**config.mk**
```make
export PLATFORM = sky130hd
export DESIGN_NAME = bus_interconnect_n
export DESIGN_NICKNAME = d
export VERILOG_FILES = /design/src/rtl/bus_pkg.sv /design/src/rtl/bus_addr_decoder.sv /design/src/rtl/bus_interconnect_n.sv
export SDC_FILE = /design/constraint.sdc
export NUM_CORES = 1
export LEC_CHECK = 0
export CORE_ASPECT_RATIO = 1.2
export CORE_MARGIN = 5
export CORE_UTILIZATION = 45
export CTS_CLUSTER_SIZE = 10
export DETAILED_ROUTE_END_ITERATION = 7
export PLACE_DENSITY = 0.91
export SYNTH_ARGS = -nofsm -noshare
export SYNTH_HDL_FRONTEND = slang
export SYNTH_SLANG_ARGS = --single-unit
```
**constraint.sdc**
```tcl
create_clock -name clk_i -period 10.4 [get_ports clk_i]
set_clock_uncertainty 0.15 [all_clocks]
set_input_delay 2.6 -clock clk_i [delete_from_list [all_inputs] [get_ports clk_i]]
set_output_delay 2.6 -clock clk_i [all_outputs]
set_load 0.02 [all_outputs]
```
**src/rtl/bus_pkg.sv**
```systemverilog
// Shared state encoding, default region map and sizing helpers for the
// single-master / N-slave bus interconnect.
package bus_pkg;

  typedef enum logic [1:0] {
    ST_IDLE   = 2'd0,
    ST_ACCESS = 2'd1,
    ST_RESP   = 2'd2
  } bus_state_e;

  // Default memory map: 128 KiB windows
  localparam logic [31:0] REGION_MASK = 32'hFFFE_0000;
  localparam logic [31:0] RAM_BASE    = 32'h0000_0000;
  localparam logic [31:0] LED_BASE    = 32'h0002_0000;
  localparam logic [31:0] AXI_BASE    = 32'h0004_0000;

  // Read data returned with any errored response
  localparam logic [31:0] ERR_RDATA = 32'h0000_0000;

  function automatic int idx_width(input int n);
    return (n > 1) ? $clog2(n) : 1;
  endfunction

  // A zero-cycle timeout still needs a one-bit counter to keep widths legal
  function automatic int cnt_width(input int max_val);
    return (max_val > 0) ? $clog2(max_val + 1) : 1;
  endfunction

endpackage

```
**src/rtl/bus_addr_decoder.sv**
```systemverilog
// Combinational base/mask region decoder; the lowest-numbered region wins
// whenever several regions claim the same address.
module bus_addr_decoder
  import bus_pkg::*;
#(
  parameter int                         N_SLAVES   = 4,
  parameter int                         ADDR_W     = 32,
  parameter logic [N_SLAVES*ADDR_W-1:0] BASE_ADDRS = '0,
  parameter logic [N_SLAVES*ADDR_W-1:0] ADDR_MASKS = '0,
  localparam int                        IDX_W      = idx_width(N_SLAVES)
) (
  input  logic [ADDR_W-1:0]   addr,
  output logic [N_SLAVES-1:0] hit,
  output logic [IDX_W-1:0]    idx,
  output logic                miss
);

  logic [N_SLAVES-1:0] raw_hit;

  genvar gi;
  generate
    for (gi = 0; gi < N_SLAVES; gi++) begin : g_region
      assign raw_hit[gi] =
        (addr & ADDR_MASKS[gi*ADDR_W +: ADDR_W]) == BASE_ADDRS[gi*ADDR_W +: ADDR_W];
    end
  endgenerate

  // Isolate the lowest set bit so the hit vector stays one-hot on overlap
  assign hit  = raw_hit & (~raw_hit + N_SLAVES'(1));
  assign miss = ~|raw_hit;

  always_comb begin
    idx = '0;
    for (int i = N_SLAVES - 1; i >= 0; i--) begin
      if (raw_hit[i]) idx = IDX_W'(i);
    end
  end

endmodule

```
**src/rtl/bus_interconnect_n.sv**
```systemverilog
// Single-master, N-slave interconnect: registers each request, routes it to
// one decoded slave, and returns data/error with timeout and fault capture.
module bus_interconnect_n
  import bus_pkg::*;
#(
  parameter int                         N_SLAVES       = 4,
  parameter int                         ADDR_W         = 32,
  parameter int                         DATA_W         = 32,
  parameter logic [N_SLAVES*ADDR_W-1:0] BASE_ADDRS     = {32'h0006_0000, AXI_BASE, LED_BASE, RAM_BASE},
  parameter logic [N_SLAVES*ADDR_W-1:0] ADDR_MASKS     = {4{REGION_MASK}},
  parameter int                         TIMEOUT_CYCLES = 255
) (
  input  logic                         clk_i,
  input  logic                         rst_i,
  input  logic                         m_rd_i,
  input  logic                         m_wr_i,
  input  logic [ADDR_W-1:0]            m_addr_i,
  input  logic [DATA_W-1:0]            m_wdata_i,
  input  logic [DATA_W/8-1:0]          m_bsel_i,
  output logic                         m_ready_o,
  output logic [DATA_W-1:0]            m_rdata_o,
  output logic                         m_err_o,
  output logic [N_SLAVES-1:0]          s_rd_o,
  output logic [N_SLAVES-1:0]          s_wr_o,
  output logic [ADDR_W-1:0]            s_addr_o,
  output logic [DATA_W-1:0]            s_wdata_o,
  output logic [DATA_W/8-1:0]          s_bsel_o,
  input  logic [N_SLAVES-1:0]          s_ready_i,
  input  logic [N_SLAVES*DATA_W-1:0]   s_rdata_i,
  output logic [ADDR_W-1:0]            fault_addr_o
);

  localparam int BSEL_W  = DATA_W / 8;
  localparam int IDX_W   = idx_width(N_SLAVES);
  localparam int CNT_W   = cnt_width(TIMEOUT_CYCLES);
  localparam int TO_LAST = (TIMEOUT_CYCLES > 0) ? TIMEOUT_CYCLES - 1 : 0;
  localparam bit TO_EN   = (TIMEOUT_CYCLES > 0);

  bus_state_e state_reg, state_next;

  logic [ADDR_W-1:0]   addr_reg;
  logic [DATA_W-1:0]   wdata_reg;
  logic [BSEL_W-1:0]   bsel_reg;
  logic                wr_reg;
  logic                miss_reg;
  logic [N_SLAVES-1:0] sel_reg;
  logic [IDX_W-1:0]    idx_reg;
  logic [CNT_W-1:0]    cnt_reg;
  logic                err_reg;
  logic [DATA_W-1:0]   rdata_reg;
  logic [ADDR_W-1:0]   fault_reg;

  logic                latch_req;
  logic                to_resp;
  logic                resp_err;
  logic [DATA_W-1:0]   resp_rdata;
  logic                ready_sel;
  logic                timeout_hit;
  logic                strobe_en;
  logic [DATA_W-1:0]   slave_rdata;

  logic [N_SLAVES-1:0] dec_hit;
  logic [IDX_W-1:0]    dec_idx;
  logic                dec_miss;

  bus_addr_decoder #(
    .N_SLAVES   (N_SLAVES),
    .ADDR_W     (ADDR_W),
    .BASE_ADDRS (BASE_ADDRS),
    .ADDR_MASKS (ADDR_MASKS)
  ) u_decoder (
    .addr (m_addr_i),
    .hit  (dec_hit),
    .idx  (dec_idx),
    .miss (dec_miss)
  );

  // Only the latched slave's ready counts; everything else is ignored
  assign ready_sel   = |(s_ready_i & sel_reg);
  assign slave_rdata = s_rdata_i[idx_reg*DATA_W +: DATA_W];
  assign timeout_hit = TO_EN && (cnt_reg == CNT_W'(TO_LAST));

  always_comb begin
    state_next = state_reg;
    latch_req  = 1'b0;
    to_resp    = 1'b0;
    resp_err   = 1'b0;
    resp_rdata = '0;
    unique case (state_reg)
      ST_IDLE: begin
        if (m_rd_i | m_wr_i) begin
          latch_req  = 1'b1;
          state_next = ST_ACCESS;
        end
      end
      ST_ACCESS: begin
        if (miss_reg) begin
          to_resp    = 1'b1;
          resp_err   = 1'b1;
          resp_rdata = DATA_W'(ERR_RDATA);
        end else if (ready_sel) begin
          to_resp    = 1'b1;
          resp_rdata = wr_reg ? '0 : slave_rdata;
        end else if (timeout_hit) begin
          to_resp    = 1'b1;
          resp_err   = 1'b1;
          resp_rdata = DATA_W'(ERR_RDATA);
        end
        if (to_resp) state_next = ST_RESP;
      end
      ST_RESP: state_next = ST_IDLE;
      default: state_next = ST_IDLE;
    endcase
  end

  always_ff @(posedge clk_i or posedge rst_i) begin
    if (rst_i) state_reg <= ST_IDLE;
    else       state_reg <= state_next;
  end

  // Request capture; a simultaneous read+write is treated like an unmapped hit
  always_ff @(posedge clk_i or posedge rst_i) begin
    if (rst_i) begin
      addr_reg  <= '0;
      wdata_reg <= '0;
      bsel_reg  <= '0;
      wr_reg    <= 1'b0;
      miss_reg  <= 1'b0;
      sel_reg   <= '0;
      idx_reg   <= '0;
    end else if (latch_req) begin
      addr_reg  <= m_addr_i;
      wdata_reg <= m_wdata_i;
      bsel_reg  <= m_bsel_i;
      wr_reg    <= m_wr_i;
      miss_reg  <= dec_miss | (m_rd_i & m_wr_i);
      sel_reg   <= dec_hit;
      idx_reg   <= dec_idx;
    end
  end

  always_ff @(posedge clk_i or posedge rst_i) begin
    if (rst_i) begin
      cnt_reg <= '0;
    end else if (latch_req) begin
      cnt_reg <= '0;
    end else if (state_reg == ST_ACCESS && cnt_reg != '1) begin
      cnt_reg <= cnt_reg + 1'b1;
    end
  end

  // Response data and the sticky fault address are captured on entry to RESP
  always_ff @(posedge clk_i or posedge rst_i) begin
    if (rst_i) begin
      err_reg   <= 1'b0;
      rdata_reg <= '0;
      fault_reg <= '0;
    end else if (to_resp) begin
      err_reg   <= resp_err;
      rdata_reg <= resp_rdata;
      if (resp_err) fault_reg <= addr_reg;
    end
  end

  assign strobe_en = (state_reg == ST_ACCESS) && !miss_reg;
  assign s_rd_o    = (strobe_en && !wr_reg) ? sel_reg : '0;
  assign s_wr_o    = (strobe_en &&  wr_reg) ? sel_reg : '0;
  assign s_addr_o  = addr_reg;
  assign s_wdata_o = wdata_reg;
  assign s_bsel_o  = bsel_reg;

  assign m_ready_o    = (state_reg == ST_RESP);
  assign m_err_o      = (state_reg == ST_RESP) & err_reg;
  assign m_rdata_o    = rdata_reg;
  assign fault_addr_o = fault_reg;

endmodule
```
==> results.md, run 1 <==
- Outcome: finished, final reports clean
- Worst Setup Start Kind: flip-flop
- Fin worst setup slack: 5.03 ns
- Max clock buf depth: 2
- Iteration-0 DRC Markers: 589
- Crit path launch: state_reg[1]$_DFFE_PP0P_
- RSZ-0062 raised after global routing: false
- Post-synth EDFFs: 0
- Syn Inst Count: 732
- Die Wd: 129 um
- Post-synth net total: 938
- DP HPWL: 19.1 mm
- HP Class: flip-flop to flip-flop
- Clock Sinks: 151
- # DRC: 0
- Pre-CTS WS: 5.15 ns
- Cell Area, Synth: 7600 um^2
- Top post-synthesis cells by area: dfrtp_1, nand2_1, mux4_2, o211ai_2, a22o_1
- Tot Pwr: 2.90 mW
- Post-CTS setup buffers: 0
- Most frequent cell after synthesis: nand2_1
- Core area: 16700 um^2
- Arrival time worst endpoint: 2.62 ns
- # fillers: 1193
- Die area: 19600 um^2
- Area after DPL: 11100 um^2
- Global-route met2 utilization: 0.433
- P_leak: 5.08 nW
- Ys async rst share: 1.00
- Largest net degree at the start of global routing: 101
- Layout cells sized above 1: 0.113
- GRT overflow: 0
- Hold WS: 0.326 ns
- Final antenna-violating net count: 0
- Clk root buf: clkbuf_16
- Worst vdd ir: 0.248 mV
- Nature of the critical path endpoint: primary output
- Fmax: 0.186 GHz
- Flops & latches, synth: 151
- Vias in the first global route: 7447
- Power Dens Cells: 248 nW/um^2
- CTS tree: yes
- Yosys warns: 0
- Die H: 152 um
- Starting Density: 0.454
- Final Setup Violations: 0
- Nets: 1248
- Met3 GRT Util: 0.0782
- # IOs: 346
- Worst-Skew Late Latency: 0.41 ns
- Placement row count: 52
- First-pass GRT wire length: 41.0 mm
- CTS buffer count: 17
- Syn avg cell area: 10.4 um^2
- Routed vias: 7135
- Reg2Reg Launch Point: state_reg[1]$_DFFE_PP0P_
- CTS clk-pin slew, worst paths: 0.06 ns
- Final Cell Area: 11700 um^2
- Setup Crit Path Kind: flip-flop to primary output
- # resized after CTS: 0
- Critical Path RT: 7.65 ns
- Final WL: 26.2 mm
- Overall routing resource usage: 0.263
- Rel. slew slack: 0.231
- GR Layer Usage met1: 0.331
- Placed cell count: 1239
- Final GP Congestion: 0.892
- Busiest grt layer: met2
- Wire per inst: 20.6 um
- Port Buffer Count: 345
- Synth area leader: dfrtp_1
- Fin util: 0.699
- Pre-antenna DRT Iters: 4
- Main synth FF type: dfrtp_1
- Max Cap Viol: 0
- Hold Vio Cnt, Final: 0
- Actual slew at the worst max-slew pin: 1.15 ns
- Slew Viols, Final: 0
- Top cell type's share of synthesized area: 0.497
- Area Growth Syn to Fin: 53.9%
- N_diodes: 0
- CTS Hold Bufs: 0
- Non-filler instance count after layout: 1271
- Post-synth cell types: 50
- Top cells by count, synth: nand2_1, dfrtp_1, a21oi_1, and3_1, nand3_1
- Routed vias/inst: 5.61
- H-tree lvl count: 4
- Worst Min Path Start: s_wdata_o[19]$_DFFE_PP0P_
- CP max FO: 23
- Initial antenna violation count: 1
- Setup_tns: 0 ns
- Tmin final: 5.37 ns
- Post-synthesis sequential area ratio: 0.497
- Final period util: 0.517
## layer usage
metal / vias to the layer above / wire length [um]
li1: 3252 / -
met5: - / 13
met2: 326 / 12800
met1: 3503 / 10300
met3: 52 / 2290
met4: 2 / 756
## critical path: stages, from the launching register on
cell	delay, ns
dfrtp_1	0.42
nand2b_2	0.34
buf_4	0.31
nor2_1	0.27
and3_1	0.24
clkdlybuf4s50_1	0.62
## worst paths after layout
check	endpoint	slack, ns	cells after the start
worst min register to register	s_wdata_o[19]$_DFFE_PP0P_	0.33	2
max in group asynchronous	idx_reg[0]$_DFFE_PP0P_	6.20	3
worst min-delay path	s_wdata_o[19]$_DFFE_PP0P_	0.33	2
min in group asynchronous	m_rdata_o[4]$_DFFE_PP0P_	2.63	2
worst max-delay path	s_wr_o[1]	5.03	5
worst max register to register	m_rdata_o[0]$_DFFE_PP0P_	7.61	5
## final cells by class
type | count | area [um^2] | share of cell area
Tap cell | 216 | 270 | 0.0231
Timing Repair Buffer | 354 | 3520 | 0.301
Multi-Input combinational cell | 513 | 3470 | 0.297
Clock buffer | 21 | 460 | 0.0394
Inverter | 5 | 23.8 | 0.00203
Sequential cell | 151 | 3780 | 0.323
Clock inverter | 11 | 171 | 0.0147
## cells in the final DEF (no fill, tap or decap), drive strengths merged, types with 3 or more instances in the layout
cell           count
a21oi             39
a22o              33
and2               7
and3              37
buf                9
bufinv             4
clkbuf            21
clkdlybuf4s50    345
clkinv             4
dfrtp            151
inv                6
mux4              32
nand2            214
nand3             35
nand4             35
nor2               7
nor3               3
nor4               3
o211ai            32
o21ai              7
o31ai              6
## power by group
part | internal (mW) | total [mW] | leakage (nW) | switching (mW)
Sequential | 0.787 | 0.963 | 1.93 | 0.176
Clock | 0.415 | 0.658 | 0.304 | 0.243
Combinational | 0.561 | 1.27 | 2.85 | 0.714
## cell families (layout without fill, tap and decap cells)
family | Yosys count | in the layout | share of synthesized area
simple gates | 352 | 352 | 0.218
flops | 151 | 151 | 0.497
compound gates | 124 | 124 | 0.135
buf+inv | 68 | 391 | 0.0481
mux | 33 | 33 | 0.0962
fa+ha+maj | 2 | 2 | 0.00329
xor+xnor | 2 | 2 | 0.00231
(Power assumes the default switching activity.)
==> run 2: changes to the inputs <==
CORE_UTILIZATION = 42   (was 45)
PLACE_DENSITY = 0.86   (was 0.91)
clock period = 5.5 ns   (was 10.4 ns; I/O delays follow)
==> run 2 against run 1 <==
  * Wire length rose by 1.7%
  * Worst setup slack got worse by 3.7 ns
  * Utilization fell by 5.1 points
  * Critical path depth fell by 1
  * Clock-buffer cell count fell by 1
  * Combinational power rose by 90%
  * Die area rose by 6.6%
  * Largest cell class unchanged
==> results.md, run 2 (synthesized netlist as in run 1, its figures left out) <==
- Outcome: finished, final reports clean
- # IOs: 346
- Nets: 1247
- Die H: 157 um
- # resized after CTS: 0
- # DRC: 0
- Gate power share: 0.448
- CTS buffer count: 17
- Die area: 20900 um^2
- Iteration-0 DRC Markers: 691
- Routed vias/inst: 5.57
- DP HPWL: 19.5 mm
- Hold WS: 0.323 ns
- Worst Min Path Start: s_wdata_o[18]$_DFFE_PP0P_
- Final Setup Violations: 0
- Rel. slew slack: 0.210
- # fillers: 1443
- CTS Hold Bufs: 0
- Tot Pwr: 5.39 mW
- Final WL: 26.6 mm
- Actual slew at the worst max-slew pin: 1.18 ns
- Final Cell Area: 11700 um^2
- Arrival time worst endpoint: 2.70 ns
- Layout cells sized above 1: 0.113
- CTS tree: yes
- Fmax: 0.237 GHz
- Worst-Skew Late Latency: 0.41 ns
- Clk pwr share: 0.213
- Worst Setup Start Kind: flip-flop
- CP max FO: 36
- GRT overflow: 0
- Highest-count cells in the layout ignoring fill and taps: clkdlybuf4s50_1, nand2_1, dfrtp_1
- Port Buffer Count: 345
- Post-CTS setup buffers: 0
- Placement row count: 54
- Routed vias: 7118
- H-tree lvl count: 4
- Core area: 18000 um^2
- Nature of the critical path endpoint: primary output
- Worst vdd ir: 0.286 mV
- Sequential share of power: 0.339
- Setup_tns: 0 ns
- CTS clk-pin slew, worst paths: 0.06 ns
- Starting Density: 0.423
- First-pass GRT wire length: 41.1 mm
- Die Wd: 133 um
- HP Class: flip-flop to flip-flop
- Wire per inst: 20.8 um
- Final antenna-violating net count: 0
- P_leak: 5.06 nW
- Internal Pwr Total: 3.23 mW
- Pre-CTS WS: 1.72 ns
- Max Cap Viol: 0
- Final period util: 0.768
- Clock Sinks: 151
- Commonest non-fill, non-tap cell in the layout: clkdlybuf4s50_1
- Final GP Congestion: 0.821
- Fin worst setup slack: 1.28 ns
- FF-to-FF setup slack: 2.54 ns
- Overall routing resource usage: 0.250
- Area Growth Syn to Fin: 53.5%
- Vias in the first global route: 7302
- Clk root buf: clkbuf_16
- Net Sw Frac: 0.400
- Critical Path RT: 3.97 ns
- Crit path launch: state_reg[1]$_DFFE_PP0P_
- Power Dens Cells: 462 nW/um^2
- Largest net degree at the start of global routing: 152
- Setup Crit Path Kind: flip-flop to primary output
- Hold Vio Cnt, Final: 0
- Slew Viols, Final: 0
- Reg2Reg Launch Point: state_reg[1]$_DFFE_PP0P_
- Max clock buf depth: 2
- Initial antenna violation count: 1
- Pre-antenna DRT Iters: 4
- Sw power: 2.16 mW
- Fin util: 0.649
- Non-filler instance count after layout: 1279
- RSZ-0062 raised after global routing: false
- Placed cell count: 1246
- Area after DPL: 11100 um^2
- Tmin final: 4.22 ns
==> run 2: cell types whose count changed in the layout (fill, tap and decap cells not counted) <==
cell        before  now
buf_12           0    1
diode_2          0    1
clkbuf_1         2    1
clkinvlp_4       2    4
clkinv_2         2    5
clkinv_4         2    0
buf_4            9    7
bufinv_16        4    2
==> run 2: final timing paths <==
kind / to / cells after the start
hold reg to reg: s_wdata_o[18]$_DFFE_PP0P_ / 2
hold / removal: s_wdata_o[18]$_DFFE_PP0P_ / 2
setup reg to reg: m_rdata_o[0]$_DFFE_PP0P_ / 4
max in group asynchronous: cnt_reg[2]$_DFFE_PP0P_ / 3
setup / recovery: s_wr_o[2] / 4
min in group asynchronous: fault_addr_o[10]$_DFFE_PP0P_ / 3
==> run 2: worst max-delay path: stages (launching register included) <==
cell,delay [ns]
dfrtp_1,0.41
nand2b_2,0.60
nor2_1,0.43
and3_1,0.22
clkdlybuf4s50_1,0.61
==> run 2: layout make-up <==
cell class	count	area (um^2)	area share
Sequential cell	151	3780	0.324
Clock inverter	12	125	0.0107
Clock buffer	20	457	0.0392
Timing Repair Buffer	353	3530	0.302
Inverter	5	22.5	0.00193
Multi-Input combinational cell	513	3470	0.297
Antenna cell	1	2.50	0.000215
Tap cell	224	280	0.0240
==> run 2: power by group through the flow <==
stage	combinational (mW)	sequential (mW)	clock [mW]
after floorplan	0.874	2.19	0
after global placement	2.37	1.81	0
after detailed placement	2.43	1.84	0
after CTS	2.44	1.82	1.17
after global routing	2.61	1.88	1.22
final	2.41	1.83	1.15
==> run 2: per-layer routing <==
layer,vias to the layer above,wire length (um),GRT usage
li1,3250,-,-
met1,3492,10100,0.299
met2,344,13600,0.429
met3,32,2360,0.0844
met4,0,554,0.0767
met5,-,0,0
